--- config.mk ---
export PLATFORM = sky130hd
export DESIGN_NAME = pwm_capture
export DESIGN_NICKNAME = d
export VERILOG_FILES = /design/src/rtl/pwm_capture.sv
export SDC_FILE = /design/constraint.sdc
export NUM_CORES = 1
export LEC_CHECK = 0
export CAP_MARGIN = 20
export CELL_PAD_IN_SITES_DETAIL_PLACEMENT = 1
export CELL_PAD_IN_SITES_GLOBAL_PLACEMENT = 2
export CORE_ASPECT_RATIO = 1.75
export CORE_UTILIZATION = 37
export DETAILED_ROUTE_END_ITERATION = 12
export GPL_ROUTABILITY_DRIVEN = 0
export HOLD_SLACK_MARGIN = 0.1
export PLACE_DENSITY_LB_ADDON = 0.1
export RECOVER_POWER = 50
export SLEW_MARGIN = 20
export SYNTH_ARGS = -nofsm -noshare
export SYNTH_HDL_FRONTEND = slang
export SYNTH_SLANG_ARGS = --single-unit
export TNS_END_PERCENT = 30
--- constraint.sdc ---
create_clock -name clk -period 3 [get_ports clk]
set_clock_uncertainty 0.15 [all_clocks]
set_input_delay 0.45 -clock clk [delete_from_list [all_inputs] [get_ports clk]]
set_output_delay 0.45 -clock clk [all_outputs]
set_load 0.05 [all_outputs]
--- src/rtl/pwm_capture.sv ---
// pwm_capture: measures period and high time of an asynchronous PWM input in clk cycles.
// Define PWM_CAPTURE_GLITCH_FILTER_EN to reject pulses shorter than 3 synchronized samples.
module pwm_capture #(
    parameter int CNT_WIDTH = 17
) (
    input  logic                 clk,
    input  logic                 rst,
    input  logic                 enable_i,
    input  logic                 pwm_i,
    output logic [CNT_WIDTH-1:0] period_o,
    output logic [CNT_WIDTH-1:0] high_o,
    output logic                 valid_o,
    output logic                 timeout_o
);
    localparam logic [1:0] IDLE = 2'd0;
    localparam logic [1:0] SYNC = 2'd1;
    localparam logic [1:0] HIGH = 2'd2;
    localparam logic [1:0] LOW  = 2'd3;
    localparam logic [CNT_WIDTH-1:0] CNT_MAX = '1;
    localparam logic [CNT_WIDTH-1:0] CNT_ONE = CNT_WIDTH'(1);

    logic                 sync1_q, pwm_s_q, pwm_d_q, lvl, rise, fall;
    logic [1:0]           state_q, state_d;
    logic [CNT_WIDTH-1:0] per_cnt_q, per_cnt_d, high_cnt_q, high_cnt_d;
    logic [CNT_WIDTH-1:0] period_q, period_d, hi_time_q, hi_time_d;
    logic                 valid_q, valid_d, timeout_q, timeout_d;

`ifdef PWM_CAPTURE_GLITCH_FILTER_EN
    logic [1:0] hist_q;
    // pwm_d_q doubles as the filter's held level: it only follows three equal samples
    assign lvl = (pwm_s_q == hist_q[0] && pwm_s_q == hist_q[1]) ? pwm_s_q : pwm_d_q;
    always_ff @(posedge clk or posedge rst) begin
        if (rst) hist_q <= '0;
        else     hist_q <= {hist_q[0], pwm_s_q};
    end
`else
    assign lvl = pwm_s_q;
`endif

    assign rise = lvl & ~pwm_d_q;
    assign fall = ~lvl & pwm_d_q;

    always_comb begin
        state_d    = state_q;
        per_cnt_d  = per_cnt_q;
        high_cnt_d = high_cnt_q;
        period_d   = period_q;
        hi_time_d  = hi_time_q;
        valid_d    = 1'b0;
        timeout_d  = timeout_q;
        if (!enable_i) begin
            state_d    = IDLE;
            per_cnt_d  = '0;
            high_cnt_d = '0;
            timeout_d  = 1'b0;
        end else begin
            case (state_q)
                IDLE: state_d = SYNC;
                SYNC: begin
                    if (rise) begin
                        per_cnt_d  = CNT_ONE;
                        high_cnt_d = CNT_ONE;
                        state_d    = HIGH;
                    end
                end
                default: begin
                    // saturation wins over an edge in the same cycle, so counters never wrap
                    if (per_cnt_q == CNT_MAX) begin
                        timeout_d  = 1'b1;
                        per_cnt_d  = '0;
                        high_cnt_d = '0;
                        state_d    = SYNC;
                    end else if (state_q == HIGH) begin
                        per_cnt_d  = per_cnt_q + CNT_ONE;
                        high_cnt_d = fall ? high_cnt_q : high_cnt_q + CNT_ONE;
                        state_d    = fall ? LOW : HIGH;
                    end else if (rise) begin
                        period_d   = per_cnt_q;
                        hi_time_d  = high_cnt_q;
                        valid_d    = 1'b1;
                        timeout_d  = 1'b0;
                        per_cnt_d  = CNT_ONE;
                        high_cnt_d = CNT_ONE;
                        state_d    = HIGH;
                    end else begin
                        per_cnt_d  = per_cnt_q + CNT_ONE;
                    end
                end
            endcase
        end
    end

    always_ff @(posedge clk or posedge rst) begin
        if (rst) begin
            sync1_q    <= 1'b0;
            pwm_s_q    <= 1'b0;
            pwm_d_q    <= 1'b0;
            state_q    <= IDLE;
            per_cnt_q  <= '0;
            high_cnt_q <= '0;
            period_q   <= '0;
            hi_time_q  <= '0;
            valid_q    <= 1'b0;
            timeout_q  <= 1'b0;
        end else begin
            sync1_q    <= pwm_i;
            pwm_s_q    <= sync1_q;
            pwm_d_q    <= lvl;
            state_q    <= state_d;
            per_cnt_q  <= per_cnt_d;
            high_cnt_q <= high_cnt_d;
            period_q   <= period_d;
            hi_time_q  <= hi_time_d;
            valid_q    <= valid_d;
            timeout_q  <= timeout_d;
        end
    end

    assign period_o  = period_q;
    assign high_o    = hi_time_q;
    assign valid_o   = valid_q;
    assign timeout_o = timeout_q;
endmodule
==> results summary, run 1 <==
The first detailed-routing pass ran for 4 iterations. The mean instance size in the synthesized netlist is 10.9 sq um. The total of endpoints with negative setup slack in the final report is 0.

The number of nets in the final layout came out at about 390. The flip-flop and latch count after synthesis came out at 75. The final hold violation count was 0. The number of clock sinks came out at 75. TritonCTS built the clock tree. The share of total power in sequential cells is 46.3%. The initial core utilization came out at 38.2%. The sum of net half-perimeters after detailed placement came out at roughly 6.9 mm. Leaving out fill and tap cells, the most frequent cells in the layout are 75 x sky130_fd_sc_hd__dfrtp_1, 34 x sky130_fd_sc_hd__nor2_1, 28 x sky130_fd_sc_hd__mux2_2. The core footprint is 0.00985 sq mm. The floorplan step defined a die boundary enclosing 0.0106 sq mm. The vias per cell is 5.48. The synthesis warning total is 0. The checks that failed: max-capacitance violations, max-slew violations. The CTS root buffer is sky130_fd_sc_hd__clkbuf_16. The kind of critical path is flop to flop. The slowest cell on the critical path is sky130_fd_sc_hd__nor2_8.

In this run the worst path has a maximum fanout of 35. The clock power share is 47.5%. The multi-input combinational cell area is 0.00177 sq mm.

For this run, design rule violations remaining after detail routing come to 0. The maximum root-to-sink buffer count came out at 2. The data required time of the critical path came out at 3.08 ns.

The sum of negative setup slack came out at 0 ns. The maximum vdd drop is a little under 300 uV. The biggest area contributor in the post-synthesis netlist is sky130_fd_sc_hd__dfrtp_1. The number of cells in the finished layout apart from fillers is 517. Static timing analysis puts the maximum clock frequency at 370 MHz. The floorplan has 48 rows.

The cell total after placement is 501. The logic gate share of total power came out at approximately 6.2%. The gate family responsible for the most delay along the worst path is simple AND/OR/NAND/NOR gates. The reported net switching power is 0.000540 W. In this run the worst hold path is classified as flop to flop. For this run, the leading register cell type out of synthesis is sky130_fd_sc_hd__dfrtp_1. After detailed routing, the total wire length is 9.66 mm. Summing all placed instances gives a cell area of approximately 0.0043 sq mm. The number of buffers and inverters on the critical path is 0.

The number of inserted diodes is 0. The worst setup path is captured at a flop. The total routing resource utilization after global routing came out at approximately a fifth. 40 I/O pins were placed. The initial antenna violation count is 0. The clock-pin slew on the worst setup and hold paths came out at 0.06 ns.

Measured along the x axis, the die boundary spans 78.3 um. The TritonCTS buffer count is 9. The minimum clock period after layout came out at 2.71 ns. The portion of synthesized cell area occupied by the leading cell type came out at 49.9%. For this run, the slowest stage of the critical path takes 0.53 ns.

The library cell used most frequently in the layout, excluding fill and tap cells, is sky130_fd_sc_hd__dfrtp_1. The run finished, with violations left. The data arrival time at the worst-slack endpoint is 2.78 ns.

The worst path meets setup with 0.294 ns of slack. The actual transition at the worst max-transition pin came out at 1.89 ns. Entering global routing, the biggest net connects 76 pins. In the post-synthesis netlist, the biggest area contributors are sky130_fd_sc_hd__dfrtp_1 50%, sky130_fd_sc_hd__mux2_2 8.4%, sky130_fd_sc_hd__nor2_1 3.4%, sky130_fd_sc_hd__nand2_1 2.7%, sky130_fd_sc_hd__o21ai_0 2.7%. The cell area after synthesis is 0.00376 sq mm. The number of buffers added on ports is 39. In the final layout, the share of cells above drive strength 1 is 17.3%.

The type of origin of the critical path is a flop. From synthesis to final layout, the design area changed by 21.0%. In this run, synthesis inferred 0 flip-flops with an integrated enable.

The number of slew-limit violations in the final report came out at 76. The average routed wire per standard cell came out at 18.7 um. The final route contains 2833 vias. The first-pass GRT wire length is 16.1 mm. The via count of the first global-routing pass is between 3000 and 4000.

Once layout is done, the placed cells without fillers occupy 0.00456 sq mm. The total internal power is 0.00171 W. In the finished design, the share of the clock period the worst path needs comes to about nine tenths. The number of nets with antenna violations after detailed routing came out at 0.

The netlist uses 60 different library cells. The synthesized net count came out at 351. The max capacitance violation total came out at 1. The number of setup buffers added after CTS came out at 0. Setup repair after global routing left no endpoint under its margin. The overall overflow remaining after global route came out at 0. The clock insertion delay at the later pin of the skew report is 0.34 ns.

The switching fraction of total power is 24.0%. The analysis attributes to cell leakage a power of ~2.0 nW. The instance count of the mapped netlist is around 340.

The post-synthesis sequential area ratio came out at between 40% and 50%. The fraction of registers with async set or reset after synthesis came out at 100%. The sequential cell area is 0.00188 sq mm.

The height of the chip came out at ~140 um. The filler cell count in the final layout is 1099. CTS built an H-tree with a depth of 3. The count of routing violations after the opening detailed-route iteration is 125. For this design the ratio of total power to cell area is 493 mW/mm^2. The signal on the critical path passes through nand4_1, nor4_1, and4_1, ha_1, and2b_1, nand2_2, nor2_8, mux2_2. The worst setup slack after placement is 0.186 ns.

The worst relative slew slack came out at -25.7%.
## layer usage
metal / GRT usage [%] / wire (um) / vias to the layer above / share of wire [%]
li1: - / - / 1325 / -
met1: 21.9 / 3670 / 1428 / 38
met2: 37.3 / 5370 / 53 / 56
met5: 0 / 0 / - / 0
met3: 3.84 / 257 / 27 / 2.7
met4: 10.1 / 353 / 0 / 3.7
## kinds of logic (layout without fill, tap and decap cells)
kind of cell,count (synthesis),count (layout),share of synthesized area (%)
xor+xnor,13,13,3.02
flops,75,75,49.9
compound gates,66,66,11.4
mux,36,36,10.7
fa+ha+maj,4,4,1.26
buf+inv,20,68,3.29
simple gates,130,130,20.5
## sequential cells by signal (all words and copies together), names as in the netlist, 2 cells and up
signal / count
high_cnt_q: 17
high_o: 17
per_cnt_q: 17
period_o: 17
state_q: 2
## synth_stat cells (all sizes together), types with 3 or more instances
master	n
dfrtp	75
nor2	35
mux2	34
nand2	28
o21ai	22
a21oi	13
buf	12
nor3	12
nand3	10
xnor2	9
nand4	8
inv	7
nor2b	5
nor4	5
a311oi	4
a31oi	4
and3	4
nand2b	4
xor2	4
a211oi	3
a22o	3
and4	3
ha	3
o211ai	3
o31ai	3
## metrics by stage
step | util (%) | hold WS (ns) | total power (W)
2_1_floorplan | - | 0.181 | 0.00115
3_3_place_gp | 43.4 | 0.183 | 0.00120
3_5_place_dp | 43.4 | 0.192 | 0.00120
4_1_cts | 46.4 | 0.207 | 0.00228
5_1_grt | 46.3 | 0.218 | 0.00234
6_report | 46.3 | 0.208 | 0.00225
## final cells by class
cell class	instances	area share [%]
Clock inverter	6	1.43
Clock buffer	10	5.02
Timing Repair Buffer	45	9.50
Tap cell	125	3.43
Sequential cell	75	41.2
Multi-Input combinational cell	249	38.9
Inverter	7	0.577
## power by group through the flow
stage	sequential, W	clock [W]	combinational (W)
6_report	0.00104	0.00107	0.000139
4_1_cts	0.00104	0.00110	0.000145
2_1_floorplan	0.00105	0	0.0000995
5_1_grt	0.00104	0.00114	0.000154
3_5_place_dp	0.00106	0	0.000144
3_3_place_gp	0.00106	0	0.000143
## path summary, 6_finish.rpt
path / slack, ns / endpoint / depth (start not counted) / from
max: 0.29 / period_o[9]$_DFFE_PP0P_ / 8 / per_cnt_q[10]$_DFFE_PP0P_
min: 0.21 / lvl$_DFF_PP0_ / 0 / sync1_q$_DFF_PP0_
max reg2reg: 0.29 / period_o[9]$_DFFE_PP0P_ / 8 / per_cnt_q[10]$_DFFE_PP0P_
min reg2reg: 0.21 / lvl$_DFF_PP0_ / 0 / sync1_q$_DFF_PP0_
max in group asynchronous: 0.50 / high_cnt_q[6]$_DFFE_PP0P_ / 3 / rst
min in group asynchronous: 1.07 / period_o[3]$_DFFE_PP0P_ / 3 / rst
## repair_timing
action	4_1_cts	5_1_grt
gates resized for setup	0	1
endpoints found under the setup margin	0	3
hold buffers	0	0
Power figures use the tool's default switching activity.
==> inputs of run 2 (changes only) <==
--- a/config.mk
+++ b/config.mk
@@ -5,13 +5,12 @@
 export SDC_FILE = /design/constraint.sdc
 export NUM_CORES = 1
 export LEC_CHECK = 0
-export CAP_MARGIN = 20
+export CAP_MARGIN = 10
 export CELL_PAD_IN_SITES_DETAIL_PLACEMENT = 1
 export CELL_PAD_IN_SITES_GLOBAL_PLACEMENT = 2
 export CORE_ASPECT_RATIO = 1.75
 export CORE_UTILIZATION = 37
 export DETAILED_ROUTE_END_ITERATION = 12
-export GPL_ROUTABILITY_DRIVEN = 0
 export HOLD_SLACK_MARGIN = 0.1
 export PLACE_DENSITY_LB_ADDON = 0.1
 export RECOVER_POWER = 50
==> results of run 2 <==
The final DEF is identical to that of run 1; final timing and power are the same.
==> inputs of run 3 (changes only) <==
--- a/config.mk
+++ b/config.mk
@@ -12,6 +12,7 @@
 export CORE_UTILIZATION = 37
 export DETAILED_ROUTE_END_ITERATION = 12
 export HOLD_SLACK_MARGIN = 0.1
+export MAX_ROUTING_LAYER = met4
 export PLACE_DENSITY_LB_ADDON = 0.1
 export RECOVER_POWER = 50
 export SLEW_MARGIN = 20
==> constraint.sdc (replaced) <==
create_clock -name clk -period 3.1 [get_ports clk]
set_clock_uncertainty 0.15 [all_clocks]
set_input_delay 0.465 -clock clk [delete_from_list [all_inputs] [get_ports clk]]
set_output_delay 0.465 -clock clk [all_outputs]
set_load 0.05 [all_outputs]
==> results summary, run 3 (synthesis results as in run 1) <==
The run finished, with violations left. The checks that failed: max-capacitance violations, max-slew violations. The sum of net half-perimeters after detailed placement is 6.98 mm. The number of vias after detailed routing came out at 2823.

The number of inserted diodes is 0. The area growth from synthesis to final layout came out at 22.2%. The height of the chip is 135 um. The number of nets in the final layout came out at 394. The leakage power figure came out at 2.05 nW. The overall overflow remaining after global route came out at 0. The first-pass iteration count of the detailed router is 4. The maximum clock frequency came out at 357 MHz. Setup repair after global routing left no endpoint under its margin. In the layout the commonest cells are 75 x sky130_fd_sc_hd__dfrtp_1, 34 x sky130_fd_sc_hd__nor2_1, 28 x sky130_fd_sc_hd__mux2_2. Counting the fill cells in the layout gives roughly 1100. The die footprint came out at 0.0106 sq mm. The worst hold slack after final layout came out at 0.207 ns. The ratio of final minimum period to clock period is 90.2%. The vias per cell is 5.46. Port buffering added 39 buffers. The core footprint is between 0.009 and 0.01 sq mm. The aggregate routed wire length came out at 9.63 mm. Cells with a size suffix above 1 make up between 10% and 20% of the layout.

Walking the worst path, the cells encountered are nand4_1, nor4_1, and4_1, ha_1, buf_4, nor4b_4, o22ai_1, a41oi_1, a311oi_1. The worst relative slew slack is -21.8%. Global routing used 36.2% of the available met2 tracks. Clock-pin slew was measured on the worst setup and hold paths at about 0.06 ns.

Across all register-to-register paths, the minimum setup slack is 0.30 ns. STA puts the critical path data required time at 3.18 ns. The post-cts repair resize count is 0.

The worst setup path is captured at a flop. In this run the most critical hold path is launched from sync1_q$_DFF_PP0_. The leading cell type in the layout, fill and taps excluded is sky130_fd_sc_hd__dfrtp_1. The largest incremental delay on the critical path came out at 0.48 ns. The initial utilization of the core area, before any placement, comes to around two fifths. The data arrival time at the worst-slack endpoint came out at 2.87 ns. The number of top-level pins came out at 40. The clock insertion delay at the later pin of the skew report is 0.33 ns. The sum of negative setup slack came out at 0 ns. Across every metal layer, demand over resource in global routing totals 20.4%. The floorplan step set the die width to 78.3 um. In this run, CTS created clock tree buffers numbering 9.

The multi-input combinational cell area came out at 0.00176 sq mm. In this run the critical register-to-register path is captured at high_cnt_q[5]$_DFFE_PP0P_. The max capacitance violation total came out at 1. In this run, post-CTS hold repair placed 0 buffers. Power spread over the standard cell area amounts to 491 mW/mm^2. Counting along the longest clock path gives a buffer depth of 2.

The pin count of the biggest net entering global routing came out at 76. The weighted congestion reported at the end of routability-driven placement is between 0.8 and 0.9. Tracing the worst setup path back leads to its startpoint at per_cnt_q[3]$_DFFE_PP0P_. The largest fanout on the critical path is 12. The number of nets with antenna violations after detailed routing came out at 0. The root buffer cell chosen for the clock tree is sky130_fd_sc_hd__clkbuf_16.

Prior to clock tree synthesis, the placed netlist has a worst setup slack of 0.314 ns. The startpoint of the worst-slack reg-to-reg timing path is per_cnt_q[3]$_DFFE_PP0P_. The setup path with the least slack is of type flop to flop.

Setup violations remaining at the end of the flow were counted as 0. The total number of placement rows is 48. The minimum clock period after layout came out at 2.80 ns.

Following the worst setup path forward leads to its endpoint at high_cnt_q[5]$_DFFE_PP0P_. The slowest stage of the critical path belongs to the cell sky130_fd_sc_hd__dfrtp_1. After global routing, the most crowded layer is met2. The post-route worst setup slack came out at between 0.3 and 0.4 ns.

The number of cells on the worst reg-to-reg path is 9. The worst setup path is launched from a flop. The number of slew-limit violations in the final report is 76.

The final hold violation count is 0. For this design, the sink count on the clock tree is 75. The first global-routing pass estimated 15.9 mm of wire. In the routed design, unresolved DRC markers number 0. The routing usage on met3 is under 10%.

In the final layout, flip-flops and latches occupy roughly 0.0019 sq mm. The via count of the first global-routing pass is ~3000. In this run the worst hold path is classified as flop to flop. The count of routing violations after the opening detailed-route iteration came out at 113.

At the pin with the least slew margin, the transition time is 1.83 ns. The number of levels the H-tree was split into is 3. The met1 track utilization from global routing came out at 22.2%.

The maximum vdd drop came out at 259 uV. TritonCTS built the clock tree. The average routed wire per standard cell came out at 18.6 um.

The initial antenna violation count is 0. The number of setup buffers added after CTS is 0.
## run 3: cell types whose count changed in the layout (fill, tap and decap cells not counted)
cell,before,now
sky130_fd_sc_hd__buf_12,0,2
sky130_fd_sc_hd__o22ai_2,1,0
sky130_fd_sc_hd__o22ai_1,0,1
sky130_fd_sc_hd__bufinv_16,1,2
sky130_fd_sc_hd__buf_4,5,3
sky130_fd_sc_hd__clkinv_2,2,1
sky130_fd_sc_hd__clkinv_4,1,0
sky130_fd_sc_hd__clkinvlp_4,1,2
## run 3: final cells by class
type,count,share of cell area [%]
clock inverter,6,1.93
tap,125,3.40
timing repair buffer,45,9.96
sequential,75,40.8
inverter,7,0.571
clock buffer,10,4.98
multi-input combinational,249,38.4
## run 3: worst min-delay path by stage
stage,slack (ns),cells past startpoint,endpoint
after floorplan,0.18,0,lvl$_DFF_PP0_
after global placement,0.18,0,lvl$_DFF_PP0_
after detailed placement,0.19,0,lvl$_DFF_PP0_
after CTS,0.21,0,lvl$_DFF_PP0_
after global routing,0.23,0,lvl$_DFF_PP0_
final,0.21,0,lvl$_DFF_PP0_
## run 3: critical path: cells and delay by family, from the launching register on
kind | cells | cell delay (ns)
adders and majority gates | 1 | 0.15
AOI/OAI and AO/OA | 3 | 0.84
buffers and inverters | 1 | 0.20
and+or+nand+nor | 4 | 0.87
DFF | 1 | 0.48
## run 3: power breakdown
part           switching (W)  internal (W)
Sequential         0.0000207      0.000987
Combinational      0.0000891     0.0000396
Clock               0.000414      0.000706
## run 3: stage by stage
stage                     total power [W]  cell area (sq um)  instances  utilization, %
after global placement            0.00116               4300        501            43.6
final                             0.00226               4600        517            46.7
after global routing              0.00234               4600        517            46.7
after detailed placement          0.00116               4300        501            43.6
after floorplan                   0.00112               3760        344               -
after CTS                         0.00230               4610        517            46.8
## run 3: per-layer routing
layer | wire [um] | up-vias | part of all wire, %
met4 | 225 | 0 | 2.3
met2 | 5360 | 41 | 56
met5 | 0 | - | 0
met1 | 3830 | 1447 | 40
li1 | - | 1325 | -
met3 | 205 | 10 | 2.1
